File: src/rtl/mem_pkg.sv
// Shared definitions for the data-memory controller: funct3 codes, FSM states and
// byte-lane helpers.
package mem_pkg;

  localparam logic [2:0] F3_B  = 3'b000;
  localparam logic [2:0] F3_H  = 3'b001;
  localparam logic [2:0] F3_W  = 3'b010;
  localparam logic [2:0] F3_BU = 3'b100;
  localparam logic [2:0] F3_HU = 3'b101;

  typedef enum logic [0:0] {
    IDLE,
    RD_WAIT
  } state_t;

  function automatic logic [3:0] lane_mask(input logic [2:0] f3, input logic [1:0] off);
    logic [3:0] mask;
    mask = 4'b0000;
    case (f3)
      F3_B, F3_BU: mask = 4'b0001 << off;
      F3_H, F3_HU: mask = off[1] ? 4'b1100 : 4'b0011;
      F3_W:        mask = 4'b1111;
      default:     mask = 4'b0000;
    endcase
    return mask;
  endfunction

  function automatic logic access_ok(input logic [2:0] f3, input logic [1:0] off);
    logic ok;
    ok = 1'b0;
    case (f3)
      F3_B, F3_BU: ok = 1'b1;
      F3_H, F3_HU: ok = ~off[0];
      F3_W:        ok = (off == 2'b00);
      default:     ok = 1'b0;
    endcase
    return ok;
  endfunction

endpackage

File: src/rtl/load_align.sv
// Selects the addressed byte/half of a BRAM word and sign- or zero-extends it.
module load_align
  import mem_pkg::*;
(
  input  logic [31:0] i_word,
  input  logic [1:0]  i_offset,
  input  logic [2:0]  i_funct3,
  output logic [31:0] o_rdata
);

  logic [7:0]  w_byte;
  logic [15:0] w_half;

  always_comb begin
    w_byte = 8'h00;
    unique case (i_offset)
      2'd0: w_byte = i_word[7:0];
      2'd1: w_byte = i_word[15:8];
      2'd2: w_byte = i_word[23:16];
      2'd3: w_byte = i_word[31:24];
      default: w_byte = 8'h00;
    endcase
  end

  assign w_half = i_offset[1] ? i_word[31:16] : i_word[15:0];

  always_comb begin
    o_rdata = 32'h0000_0000;
    case (i_funct3)
      F3_B:    o_rdata = {{24{w_byte[7]}}, w_byte};
      F3_BU:   o_rdata = {24'h00_0000, w_byte};
      F3_H:    o_rdata = {{16{w_half[15]}}, w_half};
      F3_HU:   o_rdata = {16'h0000, w_half};
      F3_W:    o_rdata = i_word;
      default: o_rdata = 32'h0000_0000;
    endcase
  end

endmodule

File: src/rtl/data_mem_ctrl.sv
// Load/store controller between the core LSU and a synchronous BRAM with byte write enables
// and a configurable read latency.
module data_mem_ctrl
  import mem_pkg::*;
#(
  parameter int unsigned ADDR_WIDTH   = 20,
  parameter int unsigned READ_LATENCY = 1
) (
  input  logic                  clk,
  input  logic                  rstn,
  input  logic                  req,
  input  logic                  we,
  input  logic [2:0]            funct3,
  input  logic [31:0]           addr,
  input  logic [31:0]           wdata,
  output logic                  ready,
  output logic                  rvalid,
  output logic [31:0]           rdata,
  output logic                  misalign_err,
  output logic [ADDR_WIDTH-1:0] mem_addr,
  output logic [3:0]            mem_we,
  output logic [31:0]           mem_din,
  input  logic [31:0]           mem_dout
);

  localparam logic [2:0] LatCnt = 3'(READ_LATENCY);

  state_t                r_state, w_state_d;
  logic [2:0]            r_cnt;
  logic [ADDR_WIDTH-1:0] r_mem_addr;
  logic [3:0]            r_mem_we;
  logic [31:0]           r_mem_din;
  logic                  r_err;
  logic [1:0]            r_off;
  logic [2:0]            r_f3;
  logic [31:0]           r_rdata;

  logic        w_accept;
  logic        w_ok;
  logic        w_load_go;
  logic        w_done;
  logic [31:0] w_ld_data;
  logic [31:0] w_din;
  logic        w_unused_addr;

  // Byte address bits above the BRAM window are dropped, so accesses wrap.
  assign w_unused_addr = ^addr[31:ADDR_WIDTH+2];

  assign w_ok      = access_ok(funct3, addr[1:0]);
  assign w_accept  = req && ready;
  assign w_load_go = w_accept && !we && w_ok;
  assign w_done    = (r_state == RD_WAIT) && (r_cnt == 3'd0);

  always_comb begin
    w_din = wdata;
    case (funct3)
      F3_B, F3_BU: w_din = {4{wdata[7:0]}};
      F3_H, F3_HU: w_din = {2{wdata[15:0]}};
      default:     w_din = wdata;
    endcase
  end

  always_comb begin
    w_state_d = r_state;
    unique case (r_state)
      IDLE:    if (w_load_go) w_state_d = RD_WAIT;
      RD_WAIT: if (w_done) w_state_d = w_load_go ? RD_WAIT : IDLE;
      default: w_state_d = IDLE;
    endcase
  end

  always_ff @(posedge clk) begin
    if (!rstn) begin
      r_state    <= IDLE;
      r_cnt      <= 3'd0;
      r_mem_addr <= '0;
      r_mem_we   <= 4'b0000;
      r_mem_din  <= 32'h0000_0000;
      r_err      <= 1'b0;
      r_off      <= 2'b00;
      r_f3       <= 3'b000;
      r_rdata    <= 32'h0000_0000;
    end else begin
      r_state  <= w_state_d;
      r_err    <= w_accept && !w_ok;
      r_mem_we <= (w_accept && we && w_ok) ? lane_mask(funct3, addr[1:0]) : 4'b0000;
      if (w_accept && w_ok) begin
        r_mem_addr <= addr[ADDR_WIDTH+1:2];
        r_off      <= addr[1:0];
        r_f3       <= funct3;
      end
      if (w_accept && we && w_ok) r_mem_din <= w_din;
      if (w_load_go) begin
        r_cnt <= LatCnt;
      end else if (r_cnt != 3'd0) begin
        r_cnt <= r_cnt - 3'd1;
      end
      if (w_done) r_rdata <= w_ld_data;
    end
  end

  load_align u_load_align (
    .i_word   (mem_dout),
    .i_offset (r_off),
    .i_funct3 (r_f3),
    .o_rdata  (w_ld_data)
  );

  // Load data is forwarded combinationally in the pulse cycle, then held.
  assign ready        = (r_state == IDLE) || w_done;
  assign rvalid       = w_done;
  assign rdata        = w_done ? w_ld_data : r_rdata;
  assign misalign_err = r_err;
  assign mem_addr     = r_mem_addr;
  assign mem_we       = r_mem_we;
  assign mem_din      = r_mem_din;

endmodule

File: config.mk
export PLATFORM = sky130hd
export DESIGN_NAME = data_mem_ctrl
export DESIGN_NICKNAME = d
export VERILOG_FILES = /design/src/rtl/mem_pkg.sv /design/src/rtl/load_align.sv /design/src/rtl/data_mem_ctrl.sv
export SDC_FILE = /design/constraint.sdc
export NUM_CORES = 1
export LEC_CHECK = 0
export ABC_AREA = 1
export BUFFER_PORTS_ARGS = -buffer_cell sky130_fd_sc_hd__buf_2
export CAP_MARGIN = 20
export CORE_UTILIZATION = 49
export DETAILED_ROUTE_END_ITERATION = 7
export PLACE_DENSITY = 0.78
export SYNTH_ARGS = -nofsm -noshare
export SYNTH_HDL_FRONTEND = slang
export SYNTH_HIERARCHICAL = 1
export SYNTH_SLANG_ARGS = --single-unit
File: constraint.sdc
create_clock -name clk -period 1.9 [get_ports clk]
set_input_delay 0.095 -clock clk [delete_from_list [all_inputs] [get_ports clk]]
set_output_delay 0.095 -clock clk [all_outputs]
set_load 0.05 [all_outputs]
==> out/qor.tcl, run 1 <==
set qor(vias_per_cell) 5.05
set qor(dominantRegCellSynth) {sky130_fd_sc_hd__dfxtp_1}
set qor(area.growth.synth_to_final_pct) 39.7
set qor(htreeDepth) 3
set qor(starting_density_of_the_core) 0.502
set qor(totalNegativeSetupSlack_ns) -0.295
set qor(crit_path_max_fanout) 6
set qor(grt.total_usage) 0.262
set qor(final_report_hold_violation_count) 0
set qor(timing_max_transition_violations_final) 0
set qor(design.portCount) 194
set qor(max-cap-violations) 0
set qor(synth.ff_latch_count) 98
set qor(netlist_top_cells_count) {266 x sky130_fd_sc_hd__nand2_1, 167 x sky130_fd_sc_hd__inv_1, 108 x sky130_fd_sc_hd__a21oi_1}
set qor(wire_length_reported_by_the_detailed_router_um) 17000
set qor(fill_cells) 950
set qor(hold_path_class) {in2reg}
set qor(syn_area_per_cell_um2) 6.06
set qor(finished_layout_cell_area_um2) 7970
set qor(clock_tree_from_tritoncts) {yes}
set qor(routed-via-count) 6450
set qor(fin_skew_ns) 0.00732
set qor(number_of_distinct_library_cell_variants_in_the_gate_level_netlist_after_synthesis) 27
set qor(post_synth_main_area_contributors) {sky130_fd_sc_hd__dfxtp_1 34%, sky130_fd_sc_hd__nand2_1 17%, sky130_fd_sc_hd__inv_1 11%}
set qor(fp.dieArea_um2) 12100
set qor(yosys.area.top_type) {sky130_fd_sc_hd__dfxtp_1}
set qor(fmaxAchievable_mhz) 512
set qor(cts.root.buffer_cell) {sky130_fd_sc_hd__clkbuf_16}
set qor(worst-endpoint-arrival_ns) 1.86
set qor(yosysTopAreaCellShare) 0.344
set qor(tightestPinTransition_ns) 0.382
set qor(nNetsFinal) 1235
set qor(tritoncts.num_buffers) 9
set qor(drtPass1Iterations) 5
set qor(worst_setup_hold_path_clk_slew_ns) 0.06
set qor(critPathKind) {reg2out}
set qor(setup_viol_count_final) 17
set qor(antenna-diode-count) 0
set qor(gp_congestion) 0.917
set qor(postSynth.asyncResetShare) 0
set qor(postPlaceCellArea_um2) 6860
set qor(run_status) {complete, but fails checks}
set qor(grt.overflow.total) 0
set qor(antenna_found_initial) 0
set qor(mappedNetlistNets) 1046
set qor(tritoncts_num_sinks) 98
set qor(fp.coreArea_um2) 11400
set qor(fin_util) 0.701
set qor(vdd_drop_max_mv) 0.894
set qor(setup_repair_after_global_routing_missed_its_margin) {yes}
set qor(die_y_extent_um) 110
set qor(drt-initial-drc-count) 480
set qor(layout_worst_path_cycle_share) 1.03
set qor(dp_hpwl_um) 11100
set qor(ant_nets) 0
set qor(p_leak_nw) 4.12
set qor(port_buffers) 183
set qor(worstRegToRegCells) 10
set qor(synth_seq_area_share) 0.344
set qor(hold_path_cell_cnt) 3
set qor(grt_max_degree) 66
set qor(synth_cells) 941
set qor(slew_headroom) 0.745
set qor(failed_checks) {negative setup slack}
set qor(fin_ws_ns) -0.0546
set qor(synth_edf_count) 0
set qor(grt_first_pass_wirelength_um) 24600
set qor(yosys.cell_count.top_type) {sky130_fd_sc_hd__nand2_1}
set qor(drive_gt1_frac) 0.350
set qor(cellPowerDensity_nw_per_um2) 865
set qor(netlist_area_um2) 5710
set qor(core.rowCount) 39
set qor(detail_route.wl_per_cell_um) 13.3
set qor(post_route_minimum_period_ns) 1.95
set qor(detail_route.drc_violations) 0
set qor(clkLatencyLatePin_ns) 0.35
set qor(crit_required_ns) 1.80
set qor(crit_path_start_kind) {register}
set qor(clk_path_buf_depth) 2
set qor(ys_warn_count) 6
set qor(chipWidth_um) 110
set qor(worst_setup_path_end_kind) {output pin}
set qor(grt_pass1_vias) 5306
==> cells by family after synthesis <==
| kind of cell | Yosys count | synth area share |
|---|---|---|
| xor+xnor | 1 | 0.00154 |
| fa+ha+maj | 2 | 0.00438 |
| compound gates | 150 | 0.147 |
| simple gates | 459 | 0.332 |
| buf+inv | 231 | 0.172 |
| flops | 98 | 0.344 |
==> where the power goes <==
group	switching (mW)	internal [mW]	total, mW
combinational	1.73	0.913	2.65
clock	0.785	1.19	1.97
sequential	0.0737	2.21	2.28
total	2.59	4.31	6.90
==> metrics by stage <==
stage / total power, mW / setup WS (ns) / hold slack [ns] / std cells
after detailed placement: 4.47 / 0.171 / 0.374 / 1237
after global routing: 7.30 / -0.160 / 0.00219 / 1278
after floorplan: 3.95 / -0.159 / 0.247 / 941
final: 6.90 / -0.0546 / 0.0140 / 1278
after CTS: 6.60 / -0.00947 / 0.00111 / 1256
after global placement: 4.44 / 0.201 / 0.370 / 1237
==> per-layer routing <==
layer	GRT usage	wire length [um]	vias to the layer above
met2	0.422	7930	277
met4	0.0781	516	0
met3	0.0670	1210	48
met1	0.343	7380	2847
met5	0	0	-
li1	-	-	3278
==> sequential cells by signal, indices dropped and copies added, names as in the netlist <==
name,count
r_off,2
mem_addr,20
mem_din,32
misalign_err,1
mem_we,4
r_state,1
r_f3,3
r_rdata,32
r_cnt,3
==> layout make-up <==
| class | count | area, um2 | area share |
|---|---|---|---|
| Timing Repair Buffer | 235 | 1740 | 0.218 |
| Sequential cell | 98 | 1980 | 0.248 |
| Tap cell | 143 | 179 | 0.0224 |
| Clock buffer | 11 | 243 | 0.0305 |
| Inverter | 173 | 659 | 0.0827 |
| Multi-Input combinational cell | 613 | 3100 | 0.389 |
| Clock inverter | 5 | 77.6 | 0.00973 |
==> worst max-delay path, cell delays in order, from the launching register on <==
cell and delay, ns:
sky130_fd_sc_hd__dfxtp_4 0.37, sky130_fd_sc_hd__inv_4 0.04, sky130_fd_sc_hd__nor3_4 0.19, sky130_fd_sc_hd__buf_6 0.15, sky130_fd_sc_hd__clkbuf_16 0.14, sky130_fd_sc_hd__nand2_2 0.06, sky130_fd_sc_hd__nand2_2 0.06, sky130_fd_sc_hd__inv_1 0.04
sky130_fd_sc_hd__nand2_1 0.07, sky130_fd_sc_hd__inv_2 0.04, sky130_fd_sc_hd__a21oi_2 0.15, sky130_fd_sc_hd__buf_6 0.18
==> final timing paths <==
check | slack (ns) | end | start
worst min-delay path | 0.01 | mem_addr[16] | addr[18]
worst max register to register | 0.17 | mem_we[2] | r_cnt[1]
worst max-delay path | -0.05 | rdata[19] | r_f3[1]
worst min register to register | 0.46 | mem_addr[8] | mem_addr[8]
==> layout by cell type, fill, tap and decap left out <==
cell type,n
sky130_fd_sc_hd__bufinv_16,2
sky130_fd_sc_hd__a211oi_1,32
sky130_fd_sc_hd__buf_6,35
sky130_fd_sc_hd__buf_8,5
sky130_fd_sc_hd__xor2_1,1
sky130_fd_sc_hd__ha_1,1
sky130_fd_sc_hd__clkbuf_16,14
sky130_fd_sc_hd__buf_4,30
sky130_fd_sc_hd__nor2_1,88
sky130_fd_sc_hd__nand2_1,231
sky130_fd_sc_hd__nor2_4,3
sky130_fd_sc_hd__dlygate4sd3_1,2
sky130_fd_sc_hd__nand3_2,5
sky130_fd_sc_hd__nand3_1,82
sky130_fd_sc_hd__dfxtp_1,91
sky130_fd_sc_hd__buf_2,151
sky130_fd_sc_hd__inv_2,40
sky130_fd_sc_hd__o21ai_2,1
sky130_fd_sc_hd__nor3_1,1
sky130_fd_sc_hd__clkinvlp_4,1
sky130_fd_sc_hd__a31oi_1,3
sky130_fd_sc_hd__clkbuf_1,1
sky130_fd_sc_hd__nor2_2,4
sky130_fd_sc_hd__a21oi_4,3
sky130_fd_sc_hd__clkbuf_8,1
sky130_fd_sc_hd__nand2_2,39
sky130_fd_sc_hd__nor3_4,2
sky130_fd_sc_hd__clkinv_2,2
sky130_fd_sc_hd__o21ai_0,5
sky130_fd_sc_hd__nand2_4,4
sky130_fd_sc_hd__o21ai_1,1
sky130_fd_sc_hd__a21oi_2,35
sky130_fd_sc_hd__buf_12,7
sky130_fd_sc_hd__ha_4,1
sky130_fd_sc_hd__a21oi_1,70
sky130_fd_sc_hd__dfxtp_2,4
sky130_fd_sc_hd__or2_2,1
sky130_fd_sc_hd__inv_4,4
sky130_fd_sc_hd__dfxtp_4,3
sky130_fd_sc_hd__inv_1,129
==> timing repair <==
| action | in CTS | in global routing |
|---|---|---|
| pin swaps | 6 | 36 |
| resized for setup | 65 | 130 |
| buffers inserted | 1 | 15 |
| endpoints found under the hold margin | 2 | 0 |
| hold buffers | 2 | 0 |
| gates cloned | 0 | 7 |
| endpoints found under the setup margin | 32 | 41 |
Note: power is estimated with default switching activity, not from simulation.
==> run 2: changes to the inputs <==
Settings changed: MAX_ROUTING_LAYER set to met4.
==> run 2 against run 1 <==
  * The flow still finishes with violations (negative setup slack)
  * Sequential share of layout area up 0.59 points
  * Routed wire length down 3.7%
  * Die area unchanged
  * Count of clock-buffer cells in the layout unchanged
  * Global-route usage up 1.3 points
  * Worst setup slack better by 0.0013 ns
  * Utilization down 1.6 points
  * Worst hold slack worse by 0.0047 ns
  * Via count down 2.3%
  * Highest routed layer unchanged
==> out/qor.tcl, run 2 (same netlist as run 1, synthesis figures left out) <==
set qor(nNetsFinal) 1217
set qor(antenna-diode-count) 0
set qor(design.portCount) 194
set qor(gp_congestion) 0.924
set qor(routed-via-count) 6302
set qor(timing_max_transition_violations_final) 0
set qor(antenna_found_initial) 0
set qor(placed_cells) 1236
set qor(die_y_extent_um) 110
set qor(port_buffers) 183
set qor(tightestPinTransition_ns) 0.385
set qor(vias_per_cell) 5.00
set qor(drtPass1Iterations) 7
set qor(totalNegativeSetupSlack_ns) -0.216
set qor(timing.hold.ws_ns) 0.00928
set qor(post_cts_hold_buffer_count) 0
set qor(grt_pass1_vias) 5433
set qor(crit_chain) {buf_8 > nor3_4 > nand2_4 > nand2_1 > inv_1 > nand2_1 > inv_2 > a21oi_4 > buf_6}
set qor(hold_path_class) {in2reg}
set qor(mostFrequentLayoutCell) {sky130_fd_sc_hd__nand2_1}
set qor(p_leak_nw) 4.07
set qor(most_repeated_library_cell_on_the_critical_path) {sky130_fd_sc_hd__nand2_1}
set qor(area.growth.synth_to_final_pct) 36.4
set qor(crit_path_start_kind) {register}
set qor(ant_nets) 0
set qor(grt_first_pass_wirelength_um) 25200
set qor(crit_required_ns) 1.80
set qor(setup_repair_after_global_routing_missed_its_margin) {yes}
set qor(power.total_mw) 7.05
set qor(slew_headroom) 0.743
set qor(run_status) {complete, but fails checks}
set qor(fill_cells) 1008
set qor(worst_setup_hold_path_clk_slew_ns) 0.06
set qor(starting_density_of_the_core) 0.502
set qor(htreeDepth) 3
set qor(fin_ws_ns) -0.0533
set qor(fmaxAchievable_mhz) 512
set qor(crit_path_max_fanout) 8
set qor(tritoncts_num_sinks) 98
set qor(slowest_delay_ns) 0.35
set qor(chipWidth_um) 110
set qor(worst_path_max_delay_cell) {sky130_fd_sc_hd__dfxtp_4}
set qor(worst-endpoint-arrival_ns) 1.86
set qor(grt.total_usage) 0.275
set qor(cellPowerDensity_nw_per_um2) 905
set qor(cts.root.buffer_cell) {sky130_fd_sc_hd__clkbuf_16}
set qor(worst_setup_path_end_kind) {output pin}
set qor(setup_viol_count_final) 11
set qor(detail_route.wl_per_cell_um) 13.0
set qor(drive_gt1_frac) 0.296
set qor(fp.coreArea_um2) 11400
set qor(grt_max_degree) 54
set qor(vdd_drop_max_mv) 0.856
set qor(final_report_hold_violation_count) 0
set qor(core.rowCount) 39
set qor(max-cap-violations) 0
set qor(drt-initial-drc-count) 457
set qor(critical_path.n_buffers_inverters) 4
set qor(timing.critical_path.max_delay_family) {simple AND/OR/NAND/NOR gates}
set qor(clock_tree_from_tritoncts) {yes}
set qor(dp_hpwl_um) 11200
set qor(critPathKind) {reg2out}
set qor(detail_route.drc_violations) 0
set qor(layout.cells.non_filler) 1260
set qor(tritoncts.num_buffers) 9
set qor(wire_length_reported_by_the_detailed_router_um) 16400
set qor(clkLatencyLatePin_ns) 0.35
set qor(layout_worst_path_cycle_share) 1.03
set qor(grt.overflow.total) 0
set qor(fp.dieArea_um2) 12100
set qor(failed_checks) {negative setup slack}
set qor(post_route_minimum_period_ns) 1.95
set qor(clk_path_buf_depth) 2
set qor(most_frequent_cells_in_the_layout) {251 x sky130_fd_sc_hd__nand2_1, 150 x sky130_fd_sc_hd__buf_2, 149 x sky130_fd_sc_hd__inv_1}
set qor(fin_skew_ns) 0.00604
[run 2: changes by cell type in the layout (fill, tap and decap cells not counted), moves of 3 or more]
cell | previous run | this run
sky130_fd_sc_hd__a21oi_2 | 35 | 29
sky130_fd_sc_hd__clkbuf_16 | 14 | 11
sky130_fd_sc_hd__nand3_2 | 5 | 1
sky130_fd_sc_hd__nand2_2 | 39 | 19
sky130_fd_sc_hd__buf_4 | 30 | 23
sky130_fd_sc_hd__inv_2 | 40 | 21
sky130_fd_sc_hd__nand2_1 | 231 | 251
sky130_fd_sc_hd__inv_1 | 129 | 149
sky130_fd_sc_hd__nand3_1 | 82 | 86
sky130_fd_sc_hd__a21oi_1 | 70 | 75
sky130_fd_sc_hd__buf_12 | 7 | 10
sky130_fd_sc_hd__buf_6 | 35 | 26
[run 2: path summary, 6_finish.rpt]
kind | slack (ns) | cells after the start | start | endpoint
hold / removal | 0.009 | 3 | addr[18] | mem_addr[16]
setup reg to reg | 0.16 | 11 | r_cnt[1] | mem_din[3]
hold reg to reg | 0.46 | 2 | mem_addr[11] | mem_addr[11]
setup / recovery | -0.05 | 9 | r_f3[1] | rdata[20]
[run 2: final cells by class]
cell class / count / area, um2 / share of cell area
multi-input cells: 613 / 3020 / 0.387
flip-flops and latches: 98 / 1980 / 0.254
repair buffers: 217 / 1590 / 0.204
inverters: 173 / 659 / 0.0847
clock buffers: 11 / 243 / 0.0312
well taps: 143 / 179 / 0.0230
clock inverters: 5 / 125 / 0.0161
[run 2: worst reg2reg max path, cell delays in order, from the launching register on]
cell	delay, ns
sky130_fd_sc_hd__dfxtp_2	0.32
sky130_fd_sc_hd__inv_2	0.07
sky130_fd_sc_hd__ha_4	0.14
sky130_fd_sc_hd__nand2_4	0.05
sky130_fd_sc_hd__buf_4	0.14
sky130_fd_sc_hd__nand2_2	0.08
sky130_fd_sc_hd__nand2_2	0.10
sky130_fd_sc_hd__nor2_4	0.25
sky130_fd_sc_hd__buf_4	0.25
sky130_fd_sc_hd__nand3_1	0.09
sky130_fd_sc_hd__nand2_1	0.08
sky130_fd_sc_hd__nor2_1	0.04
[run 2: stage by stage]
step	setup slack (ns)	area, um2	util
2_1_floorplan	-0.159	5790	-
3_3_place_gp	0.193	6890	0.606
3_5_place_dp	0.140	6890	0.606
4_1_cts	-0.00418	7560	0.665
5_1_grt	-0.157	7790	0.685
6_report	-0.0533	7790	0.685
[run 2: per-layer routing]
layer	vias up	GRT usage	part of all wire
met5	-	-	0
met4	0	0.0762	0.019
met3	31	0.0640	0.068
met2	241	0.437	0.47
met1	2789	0.348	0.44
li1	3241	-	-
[run 2: where the power goes]
group / internal (mW) / total [mW] / switching [mW]
combinational: 0.851 / 2.52 / 1.67
clock: 1.45 / 2.24 / 0.790
sequential: 2.21 / 2.28 / 0.0727
total: 4.51 / 7.05 / 2.54
[run 2: what timing repair did]
action,4_1_cts,5_1_grt
endpoints found under the setup margin,32,37
cloned,2,2
gates resized for setup,78,63
pin swaps,7,20
buffers inserted,3,1
